==> config.mk <==
export PLATFORM = sky130hd
export DESIGN_NAME = max_pool_window
export DESIGN_NICKNAME = d
export VERILOG_FILES = /design/src/rtl/max_pool_pkg.sv /design/src/rtl/max_pool_lane.sv /design/src/rtl/max_pool_window.sv
export SDC_FILE = /design/constraint.sdc
export NUM_CORES = 1
export LEC_CHECK = 0
export ABC_AREA = 1
export CAP_MARGIN = 25
export CORE_MARGIN = 1.5
export CORE_UTILIZATION = 40
export DETAILED_ROUTE_END_ITERATION = 16
export SLEW_MARGIN = 40
export SYNTH_ARGS = -nofsm -noshare
export SYNTH_HDL_FRONTEND = slang
export SYNTH_HIERARCHICAL = 1
export SYNTH_SLANG_ARGS = --single-unit
==> constraint.sdc <==
create_clock -name clk -period 2.3 [get_ports clk]
set_input_delay 0.345 -clock clk [delete_from_list [all_inputs] [get_ports clk]]
set_output_delay 0.345 -clock clk [all_outputs]
set_load 0.02 [all_outputs]
==> src/rtl/max_pool_pkg.sv <==
// ---------------------------------------------------------------------------
// max_pool_pkg
//   Shared helpers for the max-pooling window block.
//   - idx_width(): width of the in-window beat index, max(1, clog2(window)).
//   - greater():   strict greater-than on a BITWIDTH-wide value that is
//                  carried zero-extended in a 64-bit container. It supports
//                  unsigned and two's-complement interpretation.
//   Elements are limited to 64 bits by the container width.
// ---------------------------------------------------------------------------
package max_pool_pkg;

  localparam int MAX_BITWIDTH = 64;

  // Width of the beat counter / argmax index for a given window length.
  function automatic int idx_width(input int window);
    int w;
    w = $clog2(window);
    return (w < 1) ? 1 : w;
  endfunction

  // Strict a > b over the low 'width' bits. The operands must be
  // zero-extended. In signed mode the sign bit is inverted on both operands.
  // This maps two's-complement order onto unsigned order, so one unsigned
  // compare handles both modes without widening.
  function automatic logic greater(input logic [MAX_BITWIDTH-1:0] a,
                                   input logic [MAX_BITWIDTH-1:0] b,
                                   input int                      width,
                                   input logic                    is_signed);
    logic [MAX_BITWIDTH-1:0] sign_bit;
    sign_bit = {{(MAX_BITWIDTH-1){1'b0}}, 1'b1} << (width - 1);
    if (is_signed) begin
      return (a ^ sign_bit) > (b ^ sign_bit);
    end
    return a > b;
  endfunction

endpackage : max_pool_pkg

==> src/rtl/max_pool_lane.sv <==
// ---------------------------------------------------------------------------
// max_pool_lane
//   One pooling lane: a running-maximum accumulator and the compare. When
//   MAX_POOL_ARGMAX_EN is defined, the lane also tracks the beat index that
//   supplied the maximum. The lane registers the finished window maximum
//   into its slice of the output when the top level signals the final beat.
//
//   Ports
//     clk, rst   : clock, synchronous active-high reset
//     clear      : discard the partial window
//     beat       : an input beat is accepted this cycle
//     first      : the accepted beat is the first of its window (cnt == 0)
//     load_out   : the accepted beat is the last of its window
//     cnt        : current beat index (argmax builds only)
//     in_data    : this lane's element of the accepted beat
//     out_data   : registered window maximum
//     out_idx    : registered argmax index (argmax builds only)
//
//   Optional feature macro: MAX_POOL_ARGMAX_EN
// ---------------------------------------------------------------------------
module max_pool_lane
  import max_pool_pkg::*;
#(
  parameter int BITWIDTH = 8,
  parameter int SIGNED   = 0
`ifdef MAX_POOL_ARGMAX_EN
  ,
  parameter int IDX_W    = 2
`endif
) (
  input  logic                clk,
  input  logic                rst,
  input  logic                clear,
  input  logic                beat,
  input  logic                first,
  input  logic                load_out,
`ifdef MAX_POOL_ARGMAX_EN
  input  logic [IDX_W-1:0]    cnt,
  output logic [IDX_W-1:0]    out_idx,
`endif
  input  logic [BITWIDTH-1:0] in_data,
  output logic [BITWIDTH-1:0] out_data
);

  logic [BITWIDTH-1:0] acc;
  logic [BITWIDTH-1:0] next_max;
  logic                take;

  // The first beat of a window always wins. Later beats win only when they
  // are strictly greater, so ties keep the earlier value and its index.
  // NOTE: every signal assigned in always_comb gets a value on every path;
  // otherwise synthesis infers a latch.
  always_comb begin
    take     = first || greater(MAX_BITWIDTH'(in_data), MAX_BITWIDTH'(acc),
                                BITWIDTH, SIGNED != 0);
    next_max = take ? in_data : acc;
  end

`ifdef MAX_POOL_ARGMAX_EN
  logic [IDX_W-1:0] acc_idx;
  logic [IDX_W-1:0] next_idx;

  always_comb begin
    next_idx = take ? cnt : acc_idx;
  end

  always_ff @(posedge clk) begin
    if (rst) begin
      acc_idx <= '0;
      out_idx <= '0;
    end else begin
      if (clear) begin
        acc_idx <= '0;
      end else if (beat) begin
        acc_idx <= next_idx;
      end
      if (load_out) begin
        out_idx <= next_idx;
      end
    end
  end
`endif

  // NOTE: sequential state uses non-blocking assignments only. Then every
  // flop samples pre-edge values, whatever the order of the statements.
  always_ff @(posedge clk) begin
    if (rst) begin
      acc      <= '0;
      out_data <= '0;
    end else begin
      if (clear) begin
        acc <= '0;
      end else if (beat) begin
        acc <= next_max;
      end
      // load_out is only ever asserted together with beat, so next_max
      // already includes the final beat of the window.
      if (load_out) begin
        out_data <= next_max;
      end
    end
  end

endmodule : max_pool_lane

==> src/rtl/max_pool_window.sv <==
// ---------------------------------------------------------------------------
// max_pool_window
//   Streaming max-pool over WINDOW consecutive beats. Each of the CHANNELS
//   lanes of BITWIDTH bits is pooled on its own. The block emits one result per
//   window with a latency of one cycle. Non-final beats are accepted while
//   the output is stalled. Only the final beat of a window waits for the
//   output register to free up.
//
//   Parameters
//     BITWIDTH : element width (<= 64)
//     CHANNELS : number of lanes
//     WINDOW   : beats per window, 1..256
//     SIGNED   : 0 = unsigned compare, 1 = two's-complement compare
//
//   Ports
//     clk, rst            : clock, synchronous active-high reset
//     clear               : abort the partial window (the output is untouched)
//     in_valid/in_ready   : input handshake
//     in_data             : lane c at [c*BITWIDTH +: BITWIDTH]
//     out_valid/out_ready : output handshake
//     out_data            : per-lane window maxima, same packing as in_data
//     out_idx             : per-lane argmax beat index (argmax builds only)
//
//   Optional feature macro: MAX_POOL_ARGMAX_EN adds out_idx and the index
//   tracking. Without it, the block has no index logic at all.
// ---------------------------------------------------------------------------
module max_pool_window
  import max_pool_pkg::*;
#(
  parameter  int BITWIDTH = 8,
  parameter  int CHANNELS = 4,
  parameter  int WINDOW   = 4,
  parameter  int SIGNED   = 0,
  localparam int IDX_W    = idx_width(WINDOW)
) (
  input  logic                         clk,
  input  logic                         rst,
  input  logic                         clear,
  input  logic                         in_valid,
  output logic                         in_ready,
  input  logic [CHANNELS*BITWIDTH-1:0] in_data,
  output logic                         out_valid,
  input  logic                         out_ready,
  output logic [CHANNELS*BITWIDTH-1:0] out_data
`ifdef MAX_POOL_ARGMAX_EN
  ,
  output logic [CHANNELS*IDX_W-1:0]    out_idx
`endif
);

  localparam logic [IDX_W-1:0] LAST_CNT = IDX_W'(WINDOW - 1);

  logic [IDX_W-1:0] cnt;
  logic             first;
  logic             last;
  logic             accept;
  logic             final_beat;

  // Only the final beat needs the output register, so only the final beat
  // is back-pressured by a stalled output. An output transfer in the same
  // cycle frees the register, which allows a back-to-back result.
  always_comb begin
    first      = (cnt == '0);
    last       = (cnt == LAST_CNT);
    in_ready   = !rst && !clear && !(out_valid && !out_ready && last);
    accept     = in_valid && in_ready;
    final_beat = accept && last;
  end

  // Beat counter. It wraps after the last beat of the window and restarts
  // on clear. With WINDOW == 1 it stays at zero, so every beat is final.
  always_ff @(posedge clk) begin
    if (rst) begin
      cnt <= '0;
    end else if (clear) begin
      cnt <= '0;
    end else if (accept) begin
      cnt <= last ? '0 : cnt + 1'b1;
    end
  end

  // out_valid is set by a new result and cleared by a completed transfer.
  // A new result wins over a transfer completing in the same cycle.
  always_ff @(posedge clk) begin
    if (rst) begin
      out_valid <= 1'b0;
    end else if (final_beat) begin
      out_valid <= 1'b1;
    end else if (out_ready) begin
      out_valid <= 1'b0;
    end
  end

  for (genvar c = 0; c < CHANNELS; c++) begin : g_lane
    max_pool_lane #(
      .BITWIDTH (BITWIDTH),
      .SIGNED   (SIGNED)
`ifdef MAX_POOL_ARGMAX_EN
      ,
      .IDX_W    (IDX_W)
`endif
    ) u_lane (
      .clk      (clk),
      .rst      (rst),
      .clear    (clear),
      .beat     (accept),
      .first    (first),
      .load_out (final_beat),
`ifdef MAX_POOL_ARGMAX_EN
      .cnt      (cnt),
      .out_idx  (out_idx[c*IDX_W +: IDX_W]),
`endif
      .in_data  (in_data[c*BITWIDTH +: BITWIDTH]),
      .out_data (out_data[c*BITWIDTH +: BITWIDTH])
    );
  end

endmodule : max_pool_window
==> run summary, run 1 <==
actual slew at the worst max-slew pin: 0.433 ns
Post-CTS Repair Setup Buffers: 0
Worst setup SP type: flop
WL/cell: 12.0 um
H-tree Lvls: 3
latest clock arrival within the worst-skew pair: 0.34 ns
num rows: 37
maxcap violations: 0
Post-Syn Area per Cell: 6.70 um^2
crit path cell chain: ha_1 -> nand3_2 -> nand2_1 -> inv_1 -> clkdlybuf4s50_1
post-DP HPWL: 6850 um
CTS tree: yes
outcome: finished clean
top-area cell type share of the netlist area: 31.9%
layout filler cell count: 1052
Ports: 71
synthesized area: 0.00421 mm^2
die width: 106 um
CTS buffer count: 9
Max FO, Critical Path: 4
Final Critical Period: 2.08 ns
DRC Markers: 0
worst path bufs/invs: 2
Peak VDD IR: 0.000301 V
syn nets: 699
pwr dens: 484 mW/mm^2
part of the cycle the worst path needs: 90.4%
vias in the first global route: 3694
crit end category: primary output
clk buf depth: 2
leading cell type in the layout, fill and taps excluded: inv_1
required time of the critical path: 1.96 ns
routed vias/inst: 4.66
Critical Path AT: 1.73 ns
First DRT Iteration DRCs: 160
leak pwr: 2.49 nW
setup_tns: 0 ns
Starting Density: 41.0%
CP max stage cell: clkdlybuf4s50_1
n_diodes: 0
Mapped Cells: 628
Netlist cell types: 22
most frequent cells in the layout: inv_1, nand2_1, nand3_1
DR vias: 3894
clk root buf: clkbuf_8
hold crit path type: flop to flop
Overflow after GRT: 0
routability cong.: 0.794
Slew Viols, Final: 0
synth warn: 6
Detailed Routing Iterations Pass 1: 4
final setup vio count: 0
Max transition margin: 71.2%
Synth area leaders: dfxtp_1, nand3_1, inv_1
area delta synth->final: 24.5%
fin nets: 765
aggregate global-route resource usage: 18.9%
Sink Count: 67
largest net degree at the start of global routing: 42
die area: 0.0111 mm^2
initial antenna violation count: 0
Final Total Pwr: 2.53 mW
slowest stage delay, CP: 0.59 ns
core area: 0.0103 mm^2
Final Hold Viols: 0
Resized cells post-CTS: 0
clock-pin slew on the worst setup and hold paths: 0.07 ns
RSZ-0062 raised after global routing: no
Port Buffer Count: 70
WS Path Type: flop to primary output
FF+latch count, synth: 67
total wire length: 10000 um
share of cells above drive strength 1: 12.2%
crit-path leading delay family: buffers and inverters
Die H: 106 um
Routed Antenna Nets: 0
Seq/Total Area, Yosys: 31.9%
global-route wire length before repair: 17000 um
Peak Freq: 0.481 GHz
clock skew: 0.0102 ns
leading area contributor after synthesis: dfxtp_1
Hold Buf Count CTS: 0
[registers in the layout, summed over array words and instances, names as in the netlist]
signal and flops:
cnt 2, g_lane.u_lane/out_data 32, g_lane.u_lane/acc 32, out_valid 1
[cells in the mapped netlist (all sizes together)]
cell and count:
nand2 146, clkbuf 8, nor2 90, inv 119
ha 34, nand3 99, buf 12, a21oi 36
or2 4, a21o 4, a31oi 1, dfxtp 67
clkinv 4, nand4 4
[cell type report]
cell class / instances / area [um^2] / area share [%]
Tap cell: 136 / 170 / 3.25
Clock buffer: 11 / 141 / 2.70
Inverter: 123 / 462 / 8.81
Timing Repair Buffer: 75 / 763 / 14.6
Clock inverter: 5 / 52.6 / 1.00
Sequential cell: 67 / 1340 / 25.6
Multi-Input combinational cell: 418 / 2310 / 44.1
[where the power goes]
group | switching [mW] | total [mW] | internal, mW
Combinational | 0.210 | 0.363 | 0.153
Sequential | 0.00735 | 1.18 | 1.17
Clock | 0.465 | 0.991 | 0.526
Total | 0.683 | 2.53 | 1.85
[layer usage]
layer | up-vias | track usage, % | share of wire, %
li1 | 2074 | - | -
met1 | 1732 | 24.7 | 49
met2 | 75 | 31.3 | 45
met3 | 13 | 3.53 | 4.5
met4 | 0 | 6.47 | 1.6
met5 | - | 0 | 0
[logic make-up (layout without fill, tap and decap cells)]
family	Yosys count	in the layout	synth area share (%)
AND/OR/NAND/NOR	343	343	39.7
buffers and inverters	143	214	13.2
flip-flops	67	67	31.9
AO/OA/AOI/OAI	41	41	5.14
adder cells (fa/ha/maj)	34	34	10.1
[worst min-delay path, stage by stage (launching register included)]
cell     delay [ns]
dfxtp_1        0.33
nand3_1        0.08
nand2_1        0.04
[final timing paths]
path	endpoint	slack (ns)	cells after the start	startpoint
setup reg to reg	g_lane[3].u_lane/out_data[5]	0.60	11	g_lane[3].u_lane/acc[7]
setup / recovery	in_ready	0.22	5	cnt[0]
hold reg to reg	cnt[1]	0.49	2	cnt[1]
hold / removal	cnt[1]	0.49	2	cnt[1]
[metrics by stage]
stage	instance area, um^2	setup WS (ns)	instances	utilization [%]	hold slack, ns
finish	5240	0.221	835	51.0	0.492
global route	5240	0.0978	835	51.0	0.532
CTS	5240	0.182	835	51.0	0.501
detailed placement	5050	0.155	819	49.1	0.492
global placement	5050	0.149	819	49.1	0.474
floorplan	4210	0.678	628	-	0.417
No activity file was read; power rests on OpenSTA's default activity.
==> inputs of run 2 (changes only) <==
--- a/config.mk
+++ b/config.mk
@@ -10,6 +10,7 @@
 export CORE_MARGIN = 1.5
 export CORE_UTILIZATION = 40
 export DETAILED_ROUTE_END_ITERATION = 16
+export PLACE_DENSITY = 0.65
 export SLEW_MARGIN = 40
 export SYNTH_ARGS = -nofsm -noshare
 export SYNTH_HDL_FRONTEND = slang
==> constraint.sdc (replaced) <==
create_clock -name clk -period 1.9 [get_ports clk]
set_input_delay 0.285 -clock clk [delete_from_list [all_inputs] [get_ports clk]]
set_output_delay 0.285 -clock clk [all_outputs]
set_load 0.02 [all_outputs]
==> run 2 against run 1 <==
  * Die area did not move
  * Core utilization rose by 2.7 points
  * Wire length fell by 1.1%
  * Register-to-register slack got worse by 0.40 ns
  * Count of clock-buffer cells in the layout did not move
  * Flip-flop and latch count did not move
  * Clock skew rose by 0.0062 ns
  * Worst setup slack got worse by 0.11 ns
  * Cell area rose by 5.4%
  * Largest power group unchanged
==> run summary, run 2 (synthesized netlist as in run 1, its figures left out) <==
Top Registers: g_lane.u_lane/acc (32), g_lane.u_lane/out_data (32), cnt (2)
fin cells: 875 (+4.8%)
Max FO, Critical Path: 9 (+5)
n_diodes: 0 (unchanged)
initial antenna violation count: 0 (unchanged)
share of cells above drive strength 1: 16.8% (+4.6 points)
Hold Buf Count CTS: 0 (unchanged)
clock skew: 0.0164 ns (+0.00619 ns)
Overflow after GRT: 0 (unchanged)
clock-pin slew on the worst setup and hold paths: 0.07 ns (about the same)
Post-Place Setup Slack: -0.224 ns (-0.379 ns)
Final WS setup: 0.107 ns (-0.115 ns)
path depth of the worst reg2reg path: 11 (unchanged)
crit path cell chain: clkdlybuf4s50_1 -> ha_1 -> a21oi_1 -> nor2_1 -> nor2_1 -> nand2_2 -> nand2_4 -> nand2_8 -> nand2_2 -> nand3_1 -> nand2_1 -> inv_1
Die H: 106 um (unchanged)
slowest stage delay, CP: 0.48 ns (-0.11 ns)
Critical Path AT: 2.03 ns (+0.30 ns)
WL/cell: 11.3 um (-5.6%)
aggregate global-route resource usage: 18.7% (-0.23 points)
leak pwr: 2.68 nW (+7.4%)
hold crit path type: flop to flop
combinational fraction of design power: 17.4% (+3.1 points)
Post-CTS Repair Setup Buffers: 0 (unchanged)
most frequent cells in the layout: inv_1, nand2_1, nand3_1
actual slew at the worst max-slew pin: 0.428 ns (-0.00418 ns)
post-DP HPWL: 7150 um (+4.4%)
placed insts: 861 (+5.1%)
Final Total Pwr: 2.91 mW (+15%)
Final Critical Period: 1.79 ns
core area: 0.0103 mm^2 (unchanged)
leading cell type in the layout, fill and taps excluded: inv_1
Worst setup SP type: primary input
part of the cycle the worst path needs: 94.4%
clk root buf: clkbuf_8
WS Path Type: primary input to flop
Detailed Routing Iterations Pass 1: 4 (unchanged)
DR vias: 4043 (+3.8%)
Worst Hold Path Cells: 2 (unchanged)
num rows: 37 (unchanged)
DRC Markers: 0 (unchanged)
layout filler cell count: 1026 (-2.5%)
global-route wire length before repair: 17000 um (-0.32%)
routed vias/inst: 4.62 (-0.92%)
Slew Viols, Final: 0 (unchanged)
Peak Freq: 0.558 GHz
vias in the first global route: 3825 (+3.5%)
setup_tns: 0 ns (unchanged)
Int Power: 2.12 mW (+14%)
RSZ-0062 raised after global routing: no
clk buf depth: 2 (unchanged)
Port Buffer Count: 70 (unchanged)
largest net degree at the start of global routing: 41 (-2.4%)
latest clock arrival within the worst-skew pair: 0.34 ns (about the same)
die area: 0.0111 mm^2 (unchanged)
pwr dens: 528 mW/mm^2 (+9.1%)
crit end category: flop
outcome: finished clean
clock network power share: 33.6% (-5.5 points)
maxcap violations: 0 (unchanged)
total wire length: 9910 um (-1.1%)
Sink Count: 67 (unchanged)
Starting Density: 41.0% (unchanged)
switching power: 0.798 mW (+17%)
final setup vio count: 0 (unchanged)
final core utilization: 53.7% (+2.7 points)
First DRT Iteration DRCs: 101 (-37%)
Peak VDD IR: 0.000366 V (+21%)
Flop pwr share: 49.0% (+2.4 points)
Routed Antenna Nets: 0 (unchanged)
CP max stage cell: clkdlybuf4s50_1
area delta synth->final: 31.2%
H-tree Lvls: 3 (unchanged)
die width: 106 um (unchanged)
required time of the critical path: 2.13 ns (+0.17 ns)
CTS tree: yes
Ports: 71 (unchanged)
routability cong.: 0.800 (+0.72%)
fin nets: 807 (+5.5%)
Switching Fraction: 27.4% (+0.43 points)
CTS buffer count: 9 (unchanged)
Max transition margin: 71.4% (+0.28 points)
Final Hold Viols: 0 (unchanged)
run 2: worst paths after layout:
kind,slack [ns],to,from
min reg2reg,0.49,cnt[1],cnt[1]
max reg2reg,0.20,g_lane[2].u_lane/out_data[5],g_lane[2].u_lane/acc[7]
max,0.11,g_lane[2].u_lane/out_data[5],in_data[21]
min,0.49,cnt[1],cnt[1]
run 2: per-stage QoR:
stage          hold WS, ns  instance area (um^2)
2_1_floorplan        0.357                  4210
3_3_place_gp         0.473                  5380
3_5_place_dp         0.486                  5380
4_1_cts              0.495                  5520
5_1_grt              0.514                  5520
6_report             0.492                  5520
run 2: power by group through the flow:
stage,Sequential [mW],Combinational (mW),Clock (mW)
2_1_floorplan,1.46,0.276,0
3_3_place_gp,1.46,0.496,0
3_5_place_dp,1.46,0.507,0
4_1_cts,1.43,0.508,1.02
5_1_grt,1.43,0.565,1.09
6_report,1.43,0.506,0.980
run 2: layout make-up:
| class | count | area [um^2] | share of cell area, % |
|---|---|---|---|
| multi-input cells | 418 | 2310 | 41.8 |
| repair buffers | 117 | 1090 | 19.7 |
| flip-flops and latches | 67 | 1340 | 24.3 |
| well taps | 136 | 170 | 3.08 |
| clock inverters | 3 | 17.5 | 0.317 |
| inverters | 123 | 462 | 8.36 |
| clock buffers | 11 | 131 | 2.38 |
run 2: timing repair:
item	CTS	global route
gates resized for setup	1	0
endpoints found under the setup margin	1	0
hold endpoints to repair	0	0
run 2: routing by layer:
| metal | global-route usage, % | up-vias | share of wire, % | wire (um) |
|---|---|---|---|---|
| li1 | - | 2157 | - | - |
| met1 | 24.5 | 1797 | 47 | 4690 |
| met2 | 30.5 | 85 | 46 | 4600 |
| met3 | 3.90 | 4 | 5.5 | 549 |
| met4 | 6.27 | 0 | 0.76 | 75 |
| met5 | 0 | - | 0 | 0 |
run 2: critical path, delay by kind of cell:
family / cells / cell delay (ns)
and+or+nand+nor: 8 / 0.75
buffers and inverters: 2 / 0.51
AOI/OAI and AO/OA: 1 / 0.13
adders and majority gates: 1 / 0.34
==> inputs of run 3 (changes only) <==
--- a/config.mk
+++ b/config.mk
@@ -6,10 +6,12 @@
 export NUM_CORES = 1
 export LEC_CHECK = 0
 export ABC_AREA = 1
+export ABC_CLOCK_PERIOD_IN_PS = 1900
 export CAP_MARGIN = 25
 export CORE_MARGIN = 1.5
 export CORE_UTILIZATION = 40
 export DETAILED_ROUTE_END_ITERATION = 16
+export HOLD_SLACK_MARGIN = 0.08
 export PLACE_DENSITY = 0.65
 export SLEW_MARGIN = 40
 export SYNTH_ARGS = -nofsm -noshare
==> results of run 3 <==
Final layout, timing and power as in run 2 (identical DEF).
